==> src/rtl/vector_cache_pkg.sv <==
// Shared vector-cache types and constants for the write-channel scheduler.
//   WR_CMD_DELAY_* : grant-to-first-occupancy delay per write source
//   DS_N           : beats a grant occupies its channel
//   src_id_e       : write source index (W, E, S, N, LF)
//   wr_sched_gnt_t : registered grant record (source, channel, command)
package vector_cache_pkg;

  localparam int DS_N = 4;

  localparam int WR_CMD_DELAY_W  = 2;
  localparam int WR_CMD_DELAY_E  = 3;
  localparam int WR_CMD_DELAY_S  = 5;
  localparam int WR_CMD_DELAY_N  = 4;
  localparam int WR_CMD_DELAY_LF = 6;

  localparam int WR_SCHED_CHANNEL = 8;
  localparam int WR_SCHED_REQ_NUM = 5;

  function automatic int wr_sched_max(input int a, input int b);
    return (a > b) ? a : b;
  endfunction

  localparam int WR_SCHED_MAX_DLY = wr_sched_max(
    wr_sched_max(wr_sched_max(WR_CMD_DELAY_W, WR_CMD_DELAY_E),
                 wr_sched_max(WR_CMD_DELAY_S, WR_CMD_DELAY_N)),
    WR_CMD_DELAY_LF);

  // Deep enough to hold the furthest window any grant can reserve.
  localparam int WR_SCHED_HORIZON = WR_SCHED_MAX_DLY + DS_N;

  typedef enum logic [2:0] {
    SRC_W  = 3'd0,
    SRC_E  = 3'd1,
    SRC_S  = 3'd2,
    SRC_N  = 3'd3,
    SRC_LF = 3'd4
  } src_id_e;

  typedef struct packed {
    logic [7:0]  addr;
    logic [3:0]  wmask;
    logic [31:0] data;
  } write_ram_cmd_t;

  typedef struct packed {
    src_id_e        src;
    logic [2:0]     ch;
    write_ram_cmd_t cmd;
  } wr_sched_gnt_t;

  function automatic int wr_sched_dly(input int src);
    case (src)
      0:       return WR_CMD_DELAY_W;
      1:       return WR_CMD_DELAY_E;
      2:       return WR_CMD_DELAY_S;
      3:       return WR_CMD_DELAY_N;
      default: return WR_CMD_DELAY_LF;
    endcase
  endfunction

endpackage

==> src/rtl/vec_cache_wr_channel_sched_if.sv <==
// Bundle between the per-direction write arbiters (master) and the
// write-channel scheduler (slave).
//   req_vld_i/req_ch_i/req_pld_i : per-source request, held until req_rdy_o
//   req_rdy_o                    : one-hot (or zero) grant
//   gnt_*_o                      : registered grant record, one cycle after rdy
//   ch_busy_o                    : per-channel occupancy this cycle
//   res_err_o                    : sticky reservation-overlap flag
interface vec_cache_wr_channel_sched_if;
  import vector_cache_pkg::*;

  logic [WR_SCHED_REQ_NUM-1:0]        req_vld_i;
  logic [WR_SCHED_REQ_NUM-1:0]        req_rdy_o;
  logic [WR_SCHED_REQ_NUM-1:0][2:0]   req_ch_i;
  write_ram_cmd_t [WR_SCHED_REQ_NUM-1:0] req_pld_i;
  logic                               gnt_vld_o;
  logic [2:0]                         gnt_src_o;
  logic [2:0]                         gnt_ch_o;
  write_ram_cmd_t                     gnt_pld_o;
  logic [WR_SCHED_CHANNEL-1:0]        ch_busy_o;
  logic                               res_err_o;

  modport master (
    output req_vld_i, req_ch_i, req_pld_i,
    input  req_rdy_o, gnt_vld_o, gnt_src_o, gnt_ch_o, gnt_pld_o,
           ch_busy_o, res_err_o
  );

  modport slave (
    input  req_vld_i, req_ch_i, req_pld_i,
    output req_rdy_o, gnt_vld_o, gnt_src_o, gnt_ch_o, gnt_pld_o,
           ch_busy_o, res_err_o
  );
endinterface

==> src/rtl/vec_cache_wr_channel_sched_rr_arb.sv <==
// Round-robin picker over N requesters.
//   clk, rst : clock, async active-high reset (pointer returns to 0)
//   req_i    : requesters competing this cycle
//   upd_i    : advance the pointer past the current winner
//   gnt_o    : one-hot winner, idx_o its index, any_o set when a winner exists
module vec_cache_rr_arb #(
  parameter  int N  = 5,
  localparam int IW = (N > 1) ? $clog2(N) : 1
) (
  input  logic          clk,
  input  logic          rst,
  input  logic [N-1:0]  req_i,
  input  logic          upd_i,
  output logic [N-1:0]  gnt_o,
  output logic [IW-1:0] idx_o,
  output logic          any_o
);

  logic [IW-1:0] ptr_q, ptr_d;

  // Scan starting at the pointer; modulo done by a single subtract since
  // ptr + i never exceeds 2N-2.
  always_comb begin
    int r;
    logic [IW-1:0] ri;
    r     = 0;
    ri    = '0;
    gnt_o = '0;
    idx_o = '0;
    any_o = 1'b0;
    for (int i = 0; i < N; i++) begin
      r = int'(ptr_q) + i;
      if (r >= N) r = r - N;
      ri = IW'(r);
      if (!any_o && req_i[ri]) begin
        any_o     = 1'b1;
        gnt_o[ri] = 1'b1;
        idx_o     = ri;
      end
    end
  end

  always_comb begin
    ptr_d = ptr_q;
    if (upd_i && any_o) ptr_d = (idx_o == IW'(N - 1)) ? '0 : idx_o + 1'b1;
  end

  always_ff @(posedge clk or posedge rst) begin
    if (rst) ptr_q <= '0;
    else     ptr_q <= ptr_d;
  end

endmodule

==> src/rtl/vec_cache_wr_channel_sched.sv <==
// Write-channel scheduler for the vector-cache SRAM groups.
// Keeps a per-channel reservation timeline res[c][k] (channel c busy at
// now+k), grants at most one source per cycle round-robin among sources
// whose future occupancy window is free, and reports current occupancy.
//   clk, rst : clock, async active-high reset
//   bus      : request/grant/status bundle (slave side)
module vec_cache_wr_channel_sched
  import vector_cache_pkg::*;
(
  input  logic clk,
  input  logic rst,
  vec_cache_wr_channel_sched_if.slave bus
);

  localparam int CHANNEL = WR_SCHED_CHANNEL;
  localparam int REQ_NUM = WR_SCHED_REQ_NUM;
  localparam int HORIZON = WR_SCHED_HORIZON;
  localparam int OCC_CYC = DS_N;

  logic [CHANNEL-1:0][HORIZON-1:0] res_q, res_d;
  logic          res_err_q, res_err_d;
  logic          gnt_vld_q, gnt_vld_d;
  wr_sched_gnt_t gnt_q, gnt_d;

  logic [REQ_NUM-1:0] elig;
  logic [REQ_NUM-1:0] win_oh;
  logic [2:0]         win_idx;
  logic               win_any;
  logic [2:0]         win_ch;
  int                 win_dly;

  // A source is eligible only if its whole window on its target channel is
  // free. rst masks requests so rdy stays low while the block is in reset.
  always_comb begin
    for (int r = 0; r < REQ_NUM; r++) begin
      elig[r] = bus.req_vld_i[r] & ~rst;
      for (int k = 0; k < HORIZON; k++) begin
        if (k >= wr_sched_dly(r) && k < wr_sched_dly(r) + OCC_CYC &&
            res_q[bus.req_ch_i[r]][k])
          elig[r] = 1'b0;
      end
    end
  end

  vec_cache_rr_arb #(.N(REQ_NUM)) u_rr_arb (
    .clk   (clk),
    .rst   (rst),
    .req_i (elig),
    .upd_i (win_any),
    .gnt_o (win_oh),
    .idx_o (win_idx),
    .any_o (win_any)
  );

  assign win_ch  = bus.req_ch_i[win_idx];
  assign win_dly = wr_sched_dly(int'(win_idx));

  // Timeline advances one slot per cycle. The new window is marked one slot
  // earlier than its delay because the table has already shifted by the
  // time it is read again.
  always_comb begin
    res_err_d = res_err_q;
    for (int c = 0; c < CHANNEL; c++) res_d[c] = {1'b0, res_q[c][HORIZON-1:1]};
    if (win_any) begin
      for (int k = 0; k < HORIZON; k++) begin
        if (k >= win_dly - 1 && k <= win_dly + OCC_CYC - 2) begin
          if (res_d[win_ch][k]) res_err_d = 1'b1;
          res_d[win_ch][k] = 1'b1;
        end
      end
    end
  end

  always_comb begin
    gnt_vld_d = win_any;
    gnt_d     = gnt_q;
    if (win_any) begin
      gnt_d.src = src_id_e'(win_idx);
      gnt_d.ch  = win_ch;
      gnt_d.cmd = bus.req_pld_i[win_idx];
    end
  end

  always_ff @(posedge clk or posedge rst) begin
    if (rst) begin
      res_q     <= '0;
      res_err_q <= 1'b0;
      gnt_vld_q <= 1'b0;
      gnt_q     <= '0;
    end else begin
      res_q     <= res_d;
      res_err_q <= res_err_d;
      gnt_vld_q <= gnt_vld_d;
      gnt_q     <= gnt_d;
    end
  end

  assign bus.req_rdy_o = win_oh;
  assign bus.gnt_vld_o = gnt_vld_q;
  assign bus.gnt_src_o = gnt_q.src;
  assign bus.gnt_ch_o  = gnt_q.ch;
  assign bus.gnt_pld_o = gnt_q.cmd;
  assign bus.res_err_o = res_err_q;

  always_comb begin
    for (int c = 0; c < CHANNEL; c++) bus.ch_busy_o[c] = res_q[c][0];
  end

endmodule

==> src/flat_wrapper.sv <==
// flat-port wrapper written by rule: the top's interface ports become plain ports
module vec_cache_wr_channel_sched_flat import vector_cache_pkg::*;
  (clk, rst, bus_req_vld_i, bus_req_ch_i, bus_req_pld_i, bus_req_rdy_o, bus_gnt_vld_o, bus_gnt_src_o, bus_gnt_ch_o, bus_gnt_pld_o, bus_ch_busy_o, bus_res_err_o);
  vec_cache_wr_channel_sched_if bus_i ();
  input  logic clk;
  input  logic rst;
  input wire logic [$bits(bus_i.req_vld_i)-1:0] bus_req_vld_i;
  input wire logic [$bits(bus_i.req_ch_i)-1:0] bus_req_ch_i;
  input wire logic [$bits(bus_i.req_pld_i)-1:0] bus_req_pld_i;
  output wire logic [$bits(bus_i.req_rdy_o)-1:0] bus_req_rdy_o;
  output wire logic [$bits(bus_i.gnt_vld_o)-1:0] bus_gnt_vld_o;
  output wire logic [$bits(bus_i.gnt_src_o)-1:0] bus_gnt_src_o;
  output wire logic [$bits(bus_i.gnt_ch_o)-1:0] bus_gnt_ch_o;
  output wire logic [$bits(bus_i.gnt_pld_o)-1:0] bus_gnt_pld_o;
  output wire logic [$bits(bus_i.ch_busy_o)-1:0] bus_ch_busy_o;
  output wire logic [$bits(bus_i.res_err_o)-1:0] bus_res_err_o;
  assign bus_i.req_vld_i = bus_req_vld_i;
  assign bus_i.req_ch_i = bus_req_ch_i;
  assign bus_i.req_pld_i = bus_req_pld_i;
  assign bus_req_rdy_o = bus_i.req_rdy_o;
  assign bus_gnt_vld_o = bus_i.gnt_vld_o;
  assign bus_gnt_src_o = bus_i.gnt_src_o;
  assign bus_gnt_ch_o = bus_i.gnt_ch_o;
  assign bus_gnt_pld_o = bus_i.gnt_pld_o;
  assign bus_ch_busy_o = bus_i.ch_busy_o;
  assign bus_res_err_o = bus_i.res_err_o;
  vec_cache_wr_channel_sched u_core (.clk(clk), .rst(rst), .bus(bus_i));
endmodule
==> config.mk <==
export PLATFORM = sky130hd
export DESIGN_NAME = vec_cache_wr_channel_sched_flat
export DESIGN_NICKNAME = d
export VERILOG_FILES = /design/src/rtl/vector_cache_pkg.sv /design/src/rtl/vec_cache_wr_channel_sched_if.sv /design/src/rtl/vec_cache_wr_channel_sched_rr_arb.sv /design/src/rtl/vec_cache_wr_channel_sched.sv /design/src/flat_wrapper.sv
export SDC_FILE = /design/constraint.sdc
export NUM_CORES = 1
export LEC_CHECK = 0
export CAP_MARGIN = 20
export CELL_PAD_IN_SITES_DETAIL_PLACEMENT = 0
export CELL_PAD_IN_SITES_GLOBAL_PLACEMENT = 1
export CORE_MARGIN = 8
export CORE_UTILIZATION = 35
export CTS_CLUSTER_DIAMETER = 30
export DETAILED_ROUTE_END_ITERATION = 12
export GPL_ROUTABILITY_DRIVEN = 0
export PLACE_DENSITY = 0.78
export SYNTH_ARGS = -nofsm -noshare
export SYNTH_HDL_FRONTEND = slang
export SYNTH_SLANG_ARGS = --single-unit
export TNS_END_PERCENT = 10
==> constraint.sdc <==
create_clock -name clk -period 7.78 [get_ports clk]
set_clock_uncertainty 0.2 [all_clocks]
set_input_delay 1.167 -clock clk [delete_from_list [all_inputs] [get_ports clk]]
set_output_delay 1.167 -clock clk [all_outputs]
set_load 0.005 [all_outputs]
[After elaboration in Yosys (flattened, before gate mapping)]
Index checks and enable logic that the tools add are counted.
Widths: inputs -> output; s select.
Storage, ports and cells
  bits in registers: 135
  bits in latches: 0
  memory bits (writable): 0
  bits in read-only memories: 0
  output and inout port bits: 65
  logic and storage cells: 279
  memories: 0
Cells by class
  $add $sub $neg: 13
  $mul: 0
  divide/modulo/power cells: 0
  magnitude comparators: 43
  equal/unequal tests: 4
  shift-type cells: 0
  mux-type cells: 158
  bitwise gates (word level): 20
  reductions and logical operators: 25
Operators by type and width (number)
  $mux 80: 20
  $or 80x80->80: 9
  $bmux 10 s3: 15
  $demux 10 s3: 10
  $bmux 44 s3: 1
  $ge 4x32->1 const A: 4
  $le 4x32->1 const A: 4
  $or 79x80->80: 1
  $ge 3x32->1 const A: 2
  $ge 5x32->1 const A: 2
  $le 3x32->1 const A: 2
  $le 5x32->1 const A: 2
  $mux 1: 59
  $lt 3x4->1 const B: 12
  $mux 44: 1
  $mux 3: 14
  $mux 5: 7
  $ge 1x32->1 const A: 1
  $ge 2x32->1 const A: 1
  $le 1x32->1 const A: 1
  $le 2x32->1 const A: 1
  $sub 32x3->32 const B: 1
  $mux 10: 3
  $mux 9: 3
  other kinds (27): 87

[Longest topological paths before layout]
Gate-level depths: netlist of run 1.
  depth in word-level cells: 58
  depth in mapped cells: 32

[Modules after synthesis]
From an unflattened synthesis of run 1, not the netlist that was laid out.
Second synthesis, totals
  cells, all modules: 1064
  area, all modules: 9561.7 um^2
By module, submodules not included
  vec_cache_wr_channel_sched: instances 1, cells an instance 836, area an instance 7907.6 um^2
  vec_cache_rr_arb: instances 1, cells an instance 228, area an instance 1654.1 um^2

[Worst setup path before layout of run 1]
No wires, ideal clock.
  path kind: input port to flip-flop
  start point: in rst
  end point: reg u_core.res_err_q (netlist: u_core.bus.res_err_o)
  arrival: 8841 ps
  data required time: 7498 ps
  slack: -1344 ps
  stages on the path: 26
  path buffers: 5
  cells stage by stage: inv_1 -> nand2_1 -> or4_1 -> and3_1 -> a221o_1 -> or2_1 -> buf_2 -> mux2i_1 -> o32a_1 -> buf_4 -> inv_4 -> buf_2 -> clkbuf_1 -> buf_2 -> ha_1 -> nor2_1 -> nor2_1 -> inv_1 -> ha_1 -> or3_1 -> ha_1 -> nand2_1 -> a2111o_1 -> a41oi_2 -> nor4_1 -> o22ai_1
On the way
  longest elaborated chain between the ends: 57
Ends and longest elaborated chain
  start, declared: RTL line flat_wrapper.sv:6  | input logic rst;
  $not 1->1 (*): RTL line vec_cache_wr_channel_sched.sv:36  | elig[r] = bus.req_vld_i[r] & ~rst;
  $and 1x1->1: RTL line vec_cache_wr_channel_sched.sv:36
  $mux 1 (4 in a row): RTL line vec_cache_wr_channel_sched.sv:38  | if (k >= wr_sched_dly(r) && k < wr_sched_dly(r) + OCC_CYC &&
  $bmux 1 s3: RTL line vec_cache_wr_channel_sched_rr_arb.sv:35  | if (!any_o && req_i[ri]) begin
  $mux 1 (implied by the code): RTL line vec_cache_wr_channel_sched_rr_arb.sv:35
  $mux 1: RTL line vec_cache_wr_channel_sched_rr_arb.sv:35
  $logic_not 1->1: RTL line vec_cache_wr_channel_sched_rr_arb.sv:35
  $logic_and 1x1->1: RTL line vec_cache_wr_channel_sched_rr_arb.sv:35
  [38 not listed]
  $mux 80: RTL line vec_cache_wr_channel_sched.sv:64  | if (win_any) begin
  $or 80x80->80 (no line)
  $mux 80: RTL line vec_cache_wr_channel_sched.sv:66  | if (k >= win_dly - 1 && k <= win_dly + OCC_CYC - 2) begin
  $mux 80: RTL line vec_cache_wr_channel_sched.sv:64
  $bmux 10 s3: RTL line vec_cache_wr_channel_sched.sv:67  | if (res_d[win_ch][k]) res_err_d = 1'b1;
  $mux 10 (implied by the code): RTL line vec_cache_wr_channel_sched.sv:67
  $mux 1: RTL line vec_cache_wr_channel_sched.sv:67
  $mux 1: RTL line vec_cache_wr_channel_sched.sv:66
  end signal, assigned: RTL line vec_cache_wr_channel_sched.sv:92  | res_err_q <= res_err_d;
  end, declared: RTL line vec_cache_wr_channel_sched.sv:21  | logic res_err_q, res_err_d;
Every way passes the cells marked *; elsewhere a longest branch is shown, timed or not. The select of a mux whose other input is x is not followed.
A chain may end at the register's enable or synchronous reset.

==> out/metrics.cfg, run 1 <==
[run]
drv_cap = 0

[worst_setup_path]
cp_cell_sequence = clkdlybuf4s50_1 -> or4b_1 -> o21ai_0 -> o2bb2ai_1 -> a211o_1 -> a221o_1 -> nor2_1 -> a211oi_1 -> o21ai_1 -> nand2_4 -> inv_1 -> ha_1 -> nor2_1 -> nor2_1 -> inv_1 -> ha_1 -> or3_4 -> ha_1 -> o21ai_0 -> nand4_1 -> o21ai_0
crit_buf_inv = 3
path_delay_family = simple AND/OR/NAND/NOR gates
cp_max_fo = 35
start_kind = input port
crit_required_ns = 7.91
cp_data_arrival_time_ns = 7.08
endpoint_kind = flip-flop
critical_path_class = in -> reg
critPathMaxStageDelay_ns = 0.69
critical-path-slowest-cell = clkdlybuf4s50_1

[logic_synthesis]
synth_edf_count = 0
synth_compound_area_frac = 0.253
yosys_warnings = 0
ys_types = 80
synthCells = 1075
synth.avg_cell_area_um2 = 8.93
synth_seq_cells = 135
postSynth.asyncResetShare = 1.00
netlist_area_um2 = 9600
synth_ff_type = dfrtp_1
synth_xor_area_frac = 0.00913
synth_seq_area_share = 0.352
synth_mux_area_frac = 0.132
synthSimpleGateAreaFrac = 0.177
synth_adder_area_share = 0.0282
syn_nets = 1338
synth_top_family_by_area = compound AO/OA/AOI/OAI gates

[global_route]
grt_max_degree = 63
grt_pass1_wl_um = 59800
grt_use_total = 0.232
antenna_found_initial = 0
grt_pass1_vias = 9819
grt_overflow = 0

[detailed_routing]
routed-wl-met3_um = 2910
ant_nets = 0
met2_length_um = 19100
first_pass_iters = 7
drcViolationCount = 0
drtIter0Drc = 795
viasPerCell = 5.71
wl_um = 39000
vias = 9698
topRoutingLayerUsed = met4
met1_length_um = 16400
routedWlPerCell_um = 23.0

[clock_tree]
htree_levels = 4
clk-insertion-delay-late_ns = 0.43
cts_setup_buffers = 0
cts.clk_slew.worst_paths_ns = 0.07
hold_buffers = 0
numCtsBuffers = 17
clock_sinks = 135
post_cts_resized = 0
cts-root-buf = clkbuf_16
cts_tree = done
clock_path_buffers = 2

[floorplanning]
core_area_um2 = 27000
floorplan.initialDensity = 0.356
io-pin-count = 307
dieHeight_um = 182
die_w_um = 182
die_area_um2 = 33000
rows = 60

[timing]
final_hold_viol_count = 0
setup_viol = 0
period_needed_ns = 6.94
tightest_slew_ns = 0.873
fin_crit_sh = 0.893
fmax_ghz = 0.144
grt_setup_unrepaired = no
slew_headroom = 0.418
final_max_slew_viol_count = 0
tns_ns = 0

[outcome]
status = finished, final reports clean

[placement]
numPortBuffers = 306
hpwlAfterDp_um = 31000

[final_layout]
nets = 1607
layout_common_cells = clkdlybuf4s50_1 (306), dfrtp_1 (135), mux2i_1 (114)
layout-drive-gt1-share = 0.0656
insertedDiodeCount = 0
area_growth_pct = 40.1
layout_commonest_cell = clkdlybuf4s50_1

[hold_path]
hp-class = reg -> reg

==> logic make-up after synthesis <==
group / count (synthesis)
AOI/OAI and AO/OA: 351
and+or+nand+nor: 334
DFF: 135
muxes: 125
buffers and inverters: 99
adders and majority gates: 21
xor gates and xnor gates: 10
==> metrics by stage <==
stage / util / hold WS, ns / setup slack, ns / cell area (µm²) / instances
floorplan: - / 0.236 / 0.00360 / 9640 / 1075
global placement: 0.478 / 0.245 / 0.705 / 12900 / 1666
detailed placement: 0.478 / 0.257 / 0.501 / 12900 / 1666
CTS: 0.499 / 0.270 / 0.948 / 13400 / 1698
global route: 0.499 / 0.291 / 0.466 / 13400 / 1698
finish: 0.499 / 0.265 / 0.836 / 13400 / 1698
==> worst paths after layout <==
path | end | from | cells past startpoint | slack, ns
min | u_core.bus.ch_busy_o[5] | u_core.res_q[51] | 1 | 0.26
min in group asynchronous | u_core.bus.gnt_vld_o | rst | 3 | 1.22
max | u_core.res_q[71] | bus_req_ch_i[12] | 21 | 0.84
min reg2reg | u_core.bus.ch_busy_o[5] | u_core.res_q[51] | 1 | 0.26
max in group asynchronous | u_core.bus.gnt_ch_o[0] | rst | 3 | 5.51
max reg2reg | u_core.bus.res_err_o | u_core.u_rr_arb.ptr_q[1] | 21 | 1.01
==> synthesized netlist by cell type (4+ instances only) <==
cell type,instances,area (µm²)
a211oi_1,48,360
nor2b_1,15,93.8
a221oi_1,7,61.3
nor2_1,52,195
inv_1,21,78.8
and2_0,11,68.8
buf_2,17,85.1
a221o_1,8,80.1
o32ai_1,4,35.0
xnor2_1,8,70.1
buf_1,6,22.5
a21oi_1,67,335
or3_1,6,37.5
nor4_1,16,100
a31oi_1,5,31.3
and3_1,12,75.1
nand4_1,4,25.0
mux2i_1,114,1140
o21bai_1,48,360
buf_4,12,90.1
nand2b_1,8,50.1
mux2_2,10,113
nor3_1,23,115
clkbuf_1,38,143
o22ai_1,8,50.1
nand2_1,106,398
nand3_1,13,65.1
o31a_1,4,35.0
dfrtp_1,135,3380
o21ai_0,62,310
o2bb2ai_1,6,52.6
ha_1,20,250
a21o_1,24,180
or4_1,4,30.0
o22a_1,5,43.8
a22oi_1,7,52.6
a22o_1,9,78.8
and2_1,41,257
==> layer usage <==
layer | vias to the layer above | track usage
met3 | 38 | 0.0531
met5 | - | 0
met1 | 4676 | 0.297
met4 | 0 | 0.0564
li1 | 4508 | -
met2 | 476 | 0.391
==> sequential cells by signal, indices dropped and copies added, names as in the netlist <==
signal,flops
u_core.bus.gnt_ch_o,3
u_core.bus.gnt_pld_o,44
u_core.u_rr_arb.ptr_q,3
u_core.bus.gnt_src_o,3
u_core.bus.gnt_vld_o,1
u_core.bus.ch_busy_o,8
u_core.bus.res_err_o,1
u_core.res_q,72
==> cell type report <==
cell class              count  area [µm²]
flip-flops and latches    135        3380
multi-input cells         841        5770
clock buffers              17         425
repair buffers            326        3210
inverters                  23        92.6
fillers                  2579       13500
clock inverters            15         138
well taps                 341         427
Power of run 1 is not shown: default switching activity piles up to over one toggle a cycle in this logic, so the estimate is an artifact.
==> run 2, diff against run 1 <==
Settings changed: RECOVER_POWER from default to 50.
==> run 2 against run 1 <==
The flow now finishes with violations (capacitance limit, slew limit); cell count unchanged; non-clock buffer count stayed put; clock-buffer cell count stayed put.
==> out/metrics.cfg, run 2 (same netlist as run 1, synthesis figures left out) <==
[outcome]
status = complete, but fails checks
violations = capacitance limit, slew limit

[clock_tree]
post_cts_resized = 0
clk-insertion-delay-late_ns = 0.43
clock_path_buffers = 2
cts-root-buf = clkbuf_16
numCtsBuffers = 17
cts_setup_buffers = 0
cts.clk_slew.worst_paths_ns = 0.07
hold_buffers = 0
htree_levels = 4
clock_sinks = 135
cts_tree = done

[floorplanning]
core_area_um2 = 27000
io-pin-count = 307
die_area_um2 = 33000
rows = 60
die_w_um = 182
floorplan.initialDensity = 0.356
dieHeight_um = 182

[timing]
hold_slack_ns = 0.265
slew_headroom = -1.18
grt_setup_unrepaired = no
tns_ns = 0
fmax_ghz = 0.144
setup_viol = 0
final_hold_viol_count = 0
period_needed_ns = 6.94
final_max_slew_viol_count = 138
fin_crit_sh = 0.893
tightest_slew_ns = 3.26

[worst_setup_path]
critPathMaxStageDelay_ns = 0.69
cp_data_arrival_time_ns = 7.09
crit_buf_inv = 3
crit_required_ns = 7.93
critical_path_class = in -> reg
cp_max_fo = 35
critical-path-slowest-cell = clkdlybuf4s50_1
crit_start = bus_req_ch_i[12]
crit_end = u_core.bus.res_err_o
cp_cell_sequence = clkdlybuf4s50_1 -> or4b_1 -> o21ai_0 -> o2bb2ai_1 -> a211o_1 -> a221o_1 -> nor2_1 -> a211oi_1 -> o21ai_1 -> nand2_4 -> inv_1 -> ha_1 -> nor2_1 -> nor2_1 -> inv_1 -> ha_1 -> or3_4 -> ha_1 -> nand2_1 -> a2111o_1 -> a41oi_2 -> nor4_1 -> o22ai_1
endpoint_kind = flip-flop
r2r_start = u_core.u_rr_arb.ptr_q[1]
start_kind = input port
reg2reg_to = u_core.bus.res_err_o
reg2reg_depth = 24
cp_num_cells = 23
path_delay_family = compound AO/OA/AOI/OAI gates
r2r_slack_ns = 1.00

[global_route]
grt_overflow = 0
grt_max_degree = 63
antenna_found_initial = 0
grt_pass1_wl_um = 59800
grt_use_total = 0.232
grt_pass1_vias = 9819

[detailed_routing]
drcViolationCount = 0
routedWlPerCell_um = 22.9
vias = 9646
ant_nets = 0
wl_um = 39000
viasPerCell = 5.68
drtIter0Drc = 686
first_pass_iters = 5

[final_layout]
layout_commonest_cell = clkdlybuf4s50_1
nets = 1607
max_flop_register = u_core.res_q
largest_reg_flops = 72
fin_area_um2 = 13400
layout_common_cells = clkdlybuf4s50_1 (273), dfrtp_1 (135), mux2i_1 (114)
insertedDiodeCount = 0
finish.utilization = 0.498
layout-drive-gt1-share = 0.0634
area_growth_pct = 40.0

[hold_path]
hp-class = reg -> reg

[run]
drv_cap = 3

[placement]
numPortBuffers = 306
hpwlAfterDp_um = 31000
dpl-instance-area_um2 = 12900

-- run 2: changes by cell type in the layout (fill, tap and decap cells not counted) --
cell             change
clkinvlp_2           +1
buf_4                -3
dlygate4sd3_1       +33
clkinvlp_4           -1
clkbuf_1             +3
clkdlybuf4s50_1     -33
-- run 2: layout make-up --
| cell class | count | area [µm²] |
|---|---|---|
| fillers | 2584 | 13500 |
| clock inverters | 15 | 138 |
| clock buffers | 17 | 425 |
| well taps | 341 | 427 |
| multi-input cells | 841 | 5770 |
| inverters | 23 | 90.1 |
| repair buffers | 326 | 3200 |
| flip-flops and latches | 135 | 3380 |
-- run 2: how the worst min path moves through the flow --
stage / from / end / slack [ns] / cells past startpoint
floorplan: u_core.res_q[51] / u_core.bus.ch_busy_o[5] / 0.24 / 1
global placement: u_core.res_q[51] / u_core.bus.ch_busy_o[5] / 0.25 / 1
detailed placement: u_core.res_q[51] / u_core.bus.ch_busy_o[5] / 0.26 / 1
CTS: u_core.res_q[51] / u_core.bus.ch_busy_o[5] / 0.27 / 1
global route: u_core.res_q[21] / u_core.bus.ch_busy_o[2] / 0.29 / 1
finish: u_core.res_q[51] / u_core.bus.ch_busy_o[5] / 0.27 / 1
-- run 2: metal layers --
metal	global-route usage	vias to the layer above	wire, µm
li1	-	4496	-
met1	0.297	4657	16400
met2	0.391	454	19100
met3	0.0531	39	2910
met4	0.0564	0	503
met5	0	-	0
-- run 2: metrics by stage --
step / worst slack (ns) / cells
after floorplan: 0.00360 / 1075
after global placement: 0.705 / 1666
after detailed placement: 0.501 / 1666
after CTS: 0.948 / 1698
after global routing: 0.466 / 1698
final: 0.835 / 1698
Power of run 2 is left out for the same reason.
